$ cat config.mk
export PLATFORM = sky130hd
export DESIGN_NAME = adc_spi_responder_flat
export DESIGN_NICKNAME = d
export VERILOG_FILES = /design/src/rtl/adc_spi_responder_pkg.sv /design/src/rtl/adc_spi_responder_if.sv /design/src/rtl/adc_spi_responder_sync_edge.sv /design/src/rtl/adc_spi_responder.sv /design/src/flat_wrapper.sv
export SDC_FILE = /design/constraint.sdc
export NUM_CORES = 1
export LEC_CHECK = 0
export ABC_AREA = 1
export CAP_MARGIN = 10
export CORE_MARGIN = 2
export CORE_UTILIZATION = 49
export DETAILED_ROUTE_END_ITERATION = 10
export GPL_ROUTABILITY_DRIVEN = 1
export GPL_TIMING_DRIVEN = 0
export PLACE_DENSITY = 0.83
export RECOVER_POWER = 25
export REMOVE_ABC_BUFFERS = 1
export SETUP_SLACK_MARGIN = 0.4
export SKIP_CTS_REPAIR_TIMING = 1
export SLEW_MARGIN = 10
export SYNTH_ARGS = -nofsm -noshare
export SYNTH_HDL_FRONTEND = slang
export SYNTH_SLANG_ARGS = --single-unit
$ cat constraint.sdc
create_clock -name clk -period 2.36 [get_ports clk]
set_clock_uncertainty 0.1 [all_clocks]
set_input_delay 0.472 -clock clk [delete_from_list [all_inputs] [get_ports clk]]
set_output_delay 0.472 -clock clk [all_outputs]
set_load 0.03 [all_outputs]
$ cat src/rtl/adc_spi_responder_pkg.sv
// adc_spi_responder_pkg: constants and state type shared by the serial ADC responder and its controller
package adc_spi_responder_pkg;
    localparam int DATA_W          = 12;
    localparam int NCH             = 8;
    localparam int FRAME_LEN       = 16;
    localparam int SYNC_STG_DEF    = 2;
    localparam int LEAD_ZEROS      = 4;
    localparam int ADDR_RISE_FIRST = 3;
    localparam int ADDR_W          = 3;
    localparam int CNT_W           = $clog2(FRAME_LEN + 1);
    typedef enum logic [1:0] {IDLE, SHIFT, DONE} state_t;
endpackage

$ cat src/rtl/adc_spi_responder_if.sv
// adc_spi_responder_if: 4-wire serial ADC link (CS_n, SCLK, DIN from master; DOUT with pad enable from slave)
interface adc_spi_responder_if;
    logic sclk;
    logic cs_n;
    logic din;
    logic dout;
    logic dout_oe;
    modport master(output sclk, cs_n, din, input dout, dout_oe);
    modport slave(input sclk, cs_n, din, output dout, dout_oe);
endinterface

$ cat src/rtl/adc_spi_responder_sync_edge.sv
// adc_spi_responder_sync_edge: multi-flop synchronizer with rise/fall pulses on the synced level
module adc_spi_responder_sync_edge #(
    parameter int   SYNC_STG = 2,
    parameter logic RST_VAL  = 1'b1
) (
    input  logic clk,
    input  logic rst_n,
    input  logic d,
    output logic level,
    output logic rise,
    output logic fall
);
    logic [SYNC_STG-1:0] sync;
    logic                prev;
    always_ff @(posedge clk or negedge rst_n)
        if (!rst_n) begin
            sync <= {SYNC_STG{RST_VAL}};
            prev <= RST_VAL;
        end else begin
            sync <= {sync[SYNC_STG-2:0], d};
            prev <= sync[SYNC_STG-1];
        end
    assign level = sync[SYNC_STG-1];
    assign rise  = level & ~prev;
    assign fall  = ~level & prev;
endmodule

$ cat src/rtl/adc_spi_responder.sv
// adc_spi_responder: ADC128S022-style 8-channel 12-bit serial ADC slave emulator.
// Define ADC_RESP_ERRCNT_EN to enable the saturating aborted-frame counter on err_cnt.
module adc_spi_responder
    import adc_spi_responder_pkg::*;
#(
    parameter int SYNC_STG = SYNC_STG_DEF
) (
    input  logic                    clk,
    input  logic                    rst_n,
    adc_spi_responder_if.slave      link,
    input  logic [NCH*DATA_W-1:0]   ch_data,
    output logic [ADDR_W-1:0]       ch,
    output logic                    frame_done,
    output logic [7:0]              err_cnt
);
    logic sclk_rise, sclk_fall, sclk_unused_lvl;
    logic cs_rise, cs_fall, cs_unused_lvl;
    logic din_lvl, din_unused_rise, din_unused_fall;
    state_t               state;
    logic [FRAME_LEN-1:0] shreg, load_w;
    logic [CNT_W-1:0]     rise_cnt, rise_n;
    logic [ADDR_W-1:0]    addr_nxt;
    adc_spi_responder_sync_edge #(.SYNC_STG(SYNC_STG), .RST_VAL(1'b1)) u_sclk (
        .clk(clk), .rst_n(rst_n), .d(link.sclk), .level(sclk_unused_lvl), .rise(sclk_rise), .fall(sclk_fall));
    adc_spi_responder_sync_edge #(.SYNC_STG(SYNC_STG), .RST_VAL(1'b1)) u_cs (
        .clk(clk), .rst_n(rst_n), .d(link.cs_n), .level(cs_unused_lvl), .rise(cs_rise), .fall(cs_fall));
    adc_spi_responder_sync_edge #(.SYNC_STG(SYNC_STG), .RST_VAL(1'b0)) u_din (
        .clk(clk), .rst_n(rst_n), .d(link.din), .level(din_lvl), .rise(din_unused_rise), .fall(din_unused_fall));
    assign rise_n = rise_cnt + CNT_W'(1);
    assign load_w = {{LEAD_ZEROS{1'b0}}, ch_data[int'(ch)*DATA_W +: DATA_W]};
    // A CS_n event takes priority over any SCLK edge detected in the same cycle.
    always_ff @(posedge clk or negedge rst_n)
        if (!rst_n) begin
            state        <= IDLE;
            shreg        <= '0;
            rise_cnt     <= '0;
            addr_nxt     <= '0;
            ch           <= '0;
            frame_done   <= 1'b0;
            link.dout    <= 1'b0;
            link.dout_oe <= 1'b0;
        end else begin
            frame_done <= 1'b0;
            if (cs_rise) begin
                state        <= IDLE;
                link.dout    <= 1'b0;
                link.dout_oe <= 1'b0;
            end else if (cs_fall) begin
                state        <= SHIFT;
                shreg        <= load_w;
                rise_cnt     <= '0;
                link.dout    <= load_w[FRAME_LEN-1];
                link.dout_oe <= 1'b1;
            end else if (state == SHIFT && sclk_rise) begin
                rise_cnt <= rise_n;
                if (rise_n >= CNT_W'(ADDR_RISE_FIRST) && rise_n < CNT_W'(ADDR_RISE_FIRST + ADDR_W))
                    addr_nxt <= {addr_nxt[ADDR_W-2:0], din_lvl};
                if (rise_n == CNT_W'(FRAME_LEN)) begin
                    ch         <= addr_nxt;
                    frame_done <= 1'b1;
                    state      <= DONE;
                    link.dout  <= 1'b0;
                end
            end else if (state == SHIFT && sclk_fall && rise_cnt != '0) begin
                shreg     <= {shreg[FRAME_LEN-2:0], 1'b0};
                link.dout <= shreg[FRAME_LEN-2];
            end
        end
`ifdef ADC_RESP_ERRCNT_EN
    always_ff @(posedge clk or negedge rst_n)
        if (!rst_n)
            err_cnt <= '0;
        else if (cs_rise && state == SHIFT && rise_cnt != '0 && err_cnt != 8'hFF)
            err_cnt <= err_cnt + 8'd1;
`else
    assign err_cnt = '0;
`endif
endmodule

$ cat src/flat_wrapper.sv
// flat-port wrapper written by rule: the top's interface ports become plain ports
module adc_spi_responder_flat import adc_spi_responder_pkg::*;
#(
    parameter int SYNC_STG = SYNC_STG_DEF
)
  (clk, rst_n, ch_data, ch, frame_done, err_cnt, link_sclk, link_cs_n, link_din, link_dout, link_dout_oe);
  adc_spi_responder_if link_i ();
  input  logic clk;
  input  logic rst_n;
  input  logic [NCH*DATA_W-1:0] ch_data;
  output logic [ADDR_W-1:0] ch;
  output logic frame_done;
  output logic [7:0] err_cnt;
  input wire logic [$bits(link_i.sclk)-1:0] link_sclk;
  input wire logic [$bits(link_i.cs_n)-1:0] link_cs_n;
  input wire logic [$bits(link_i.din)-1:0] link_din;
  output wire logic [$bits(link_i.dout)-1:0] link_dout;
  output wire logic [$bits(link_i.dout_oe)-1:0] link_dout_oe;
  assign link_i.sclk = link_sclk;
  assign link_i.cs_n = link_cs_n;
  assign link_i.din = link_din;
  assign link_dout = link_i.dout;
  assign link_dout_oe = link_i.dout_oe;
  adc_spi_responder #(.SYNC_STG(SYNC_STG)) u_core (.clk(clk), .rst_n(rst_n), .link(link_i), .ch_data(ch_data), .ch(ch), .frame_done(frame_done), .err_cnt(err_cnt));
endmodule
==> metrics.csv <==
metric,value,unit
r2r-end,u_core.shreg[2],
pwr-share-clk,34.6,%
dpl.cell_count,645,
synth_area,3082,um2
share_seq_of_total_power,41.7,%
numCtsBuffers,5,
cellLeakagePower,2.219,nW
fin_tns_setup,0,ps
num_vias,3200,
path_clk_slew,70,ps
design_area,4282,um2
synth_compound_area_share,7.714,%
rr_worst_depth,7,
r2r_slack,370,ps
fin_ws,370.7,ps
synth-async-reset-ratio,100.0,%
wirelength,8081,um
finalHoldViolations,0,
cp-end-kind,flop,
critical_path_arrival,2120,ps
clk_latency,300,ps
dr_wl_met2,4084,um
synth_top_family_by_area,simple AND/OR/NAND/NOR gates,
slew-limit-headroom,28.85,%
gp_congestion,0.8530,
drive_gt1_share,7.254,%
io_buffers,106,
outcome,finished clean,
max_freq,502.7,MHz
start_kind,flop,
synth_xor_area_share,0,%
viasPerCell,4.893,
start_util,51.44,%
met1Wirelength,3484,um
synth_edf_count,0,
grt_pass1_wl,13720,um
place_area,4096,um2
drtIter0Drc,176,
grt_max_degree,49,
ctsRootBufferMaster,clkbuf_8,
drv_slew,0,
synthAdderAreaFrac,2.030,%
num-nets-final,684,
rsz0062_at_grt,true,
final_antenna_net_count,0,
maxCapViolations,0,
drc,0,
post-place-ws,-258.1,ps
ys_seq_area_share,31.91,%
diodes,0,
dr.pass1.iters,4,
core_area,5991,um2
netSwitchingFraction,25.43,%
irDropWorstVdd,0.5308,mV
p_per_area,442.4,nW/um2
overflow,0,
cts_tree,built,
cp.required,2490,ps
synth-simple-area-share,39.91,%
antenna_found_initial,0,
cts_htree_levels,2,
r2r_start,u_core.ch[0],
hold_path.class,primary input to async pin,
routedWlPerCell,12.36,um
hold_ws,237.5,ps
crit_type,flop to flop,
p_int,0.001412,W
detailed_place_hpwl,5984,um
tightest_slew,1067,ps
synth-main-ff-cell,dfrtp_1,
highest_layer,met4,
fin_cells,654,
yosys_warnings,0,
fin_crit,1989,ps
ioPinCount,115,
wl_met3,401,um
p_switching,0.0004817,W
setup-violations-final,0,
rows,28,
crit_fanout,48,
num-fill-cells,508,
combPwrFrac,23.7,%
cts_sinks,39,
die_area,6940,um2
synthCells,486,
syn_area_per_cell,6.341,um2
synthDistinctLibCells,33,
synth_seq_cells,39,
fin_crit_sh,84.29,%
die_x,83.31,um
synth.area.mux_share,0,%
clockBufferDepth,2,
die-height,83.31,um
area_growth,38.94,%
grtUsageTotal,23.67,%
grt_pass1_vias,3115,
## cell families (layout without fill, tap and decap cells)
logic type / after synthesis / after routing
AND/OR/NAND/NOR: 279 / 279
other: 1 / 8
adder cells (fa/ha/maj): 5 / 5
flip-flops: 39 / 39
buffers and inverters: 123 / 209
AO/OA/AOI/OAI: 39 / 39
## Yosys cell counts, types with 2 or more instances
cell	number	area, um2
nand2_1	144	540.5
ha_1	5	62.56
inv_2	3	11.26
dfstp_2	6	157.7
dfrtp_1	33	825.8
nor2_4	2	22.52
inv_1	88	330.3
nand4_1	2	12.51
nand2_4	2	22.52
o21bai_1	10	75.07
o21ai_0	11	55.05
buf_6	5	56.30
nor2_1	32	120.1
o22ai_1	2	12.51
nand2_2	4	25.02
buf_2	14	70.07
nand3_1	88	440.4
o211ai_1	2	15.01
a21oi_1	11	55.05
buf_4	9	67.56
## power groups by stage
| stage | Clock [W] | Combinational [W] | Sequential, W |
|---|---|---|---|
| floorplan | 0 | 0.000201 | 0.000797 |
| global placement | 0 | 0.000422 | 0.000795 |
| detailed placement | 0 | 0.000440 | 0.000799 |
| CTS | 0.000658 | 0.000443 | 0.000787 |
| global route | 0.000694 | 0.000500 | 0.000796 |
| finish | 0.000656 | 0.000448 | 0.000790 |
## placed cells by master, fill, tap and decap left out, types with 2 or more instances in the layout
| cell type | n |
|---|---|
| buf_16 | 2 |
| dfrtp_1 | 30 |
| o211ai_1 | 2 |
| clkbuf_1 | 2 |
| dfrtp_4 | 2 |
| inv_1 | 88 |
| bufinv_16 | 2 |
| ha_1 | 3 |
| nand2_1 | 144 |
| dlymetal6s2s_1 | 3 |
| o22ai_1 | 2 |
| nor2_2 | 3 |
| nor2_1 | 29 |
| dfstp_2 | 6 |
| o21bai_1 | 10 |
| nand2_2 | 4 |
| nand4_1 | 2 |
| a21oi_1 | 11 |
| nor2_4 | 3 |
| inv_2 | 3 |
| nand2_4 | 2 |
| clkbuf_8 | 5 |
| nand3_1 | 88 |
| conb_1 | 8 |
| o21ai_0 | 10 |
| clkdlybuf4s50_1 | 102 |
## through the flow
stage | power (W) | utilization [%]
5_1_grt | 0.001989 | 71.47
3_5_place_dp | 0.001239 | 68.38
4_1_cts | 0.001889 | 70.59
6_report | 0.001894 | 71.47
2_1_floorplan | 0.0009983 | -
3_3_place_gp | 0.001217 | 67.52
## worst max-delay path by stage
stage	end	start	cells after the start
floorplan	u_core.shreg[3]	u_core.ch[0]	6
finish	u_core.shreg[2]	u_core.ch[0]	7
detailed placement	u_core.rise_cnt[2]	u_core.u_cs.prev	6
global route	u_core.shreg[6]	u_core.ch[0]	7
CTS	ch[1]	u_core.ch[1]	1
global placement	u_core.shreg[7]	u_core.ch[0]	6
## per-layer routing
| layer | track usage (%) | vias up |
|---|---|---|
| li1 | - | 1660 |
| met1 | 28.63 | 1446 |
| met2 | 43.33 | 82 |
| met3 | 3.976 | 12 |
| met4 | 6.110 | 0 |
| met5 | 0 | - |
## state kept, by name, indices dropped and copies added, names as in the netlist
register and flops:
u_core.shreg 15, u_core.rise_cnt 5, u_core.addr_nxt 3, u_core.ch 3, u_core.state 2, u_core.u_cs.sync 2, u_core.u_din.sync 2, u_core.u_sclk.sync 2
u_core.frame_done 1, u_core.link.dout 1, u_core.link.dout_oe 1, u_core.u_cs.prev 1, u_core.u_sclk.prev 1
## critical path, cell delays in order (launching register included)
cell and delay [ps]:
dfrtp_4 610, inv_2 600, nand2_1 110, nand2_1 90, nand2_1 50, nand3_1 110
nand3_1 90, a21oi_1 140
## area by class of cell
cell class	instances	area (um2)	share of cell area (%)
clock inverters	2	60.06	1.403
inverters	92	346.6	8.095
flip-flops and latches	39	992.2	23.17
multi-input cells	331	1592	37.17
repair buffers	109	1125	26.27
clock buffers	6	72.57	1.695
well taps	75	93.84	2.192
No activity file was read; power rests on OpenSTA's default activity.
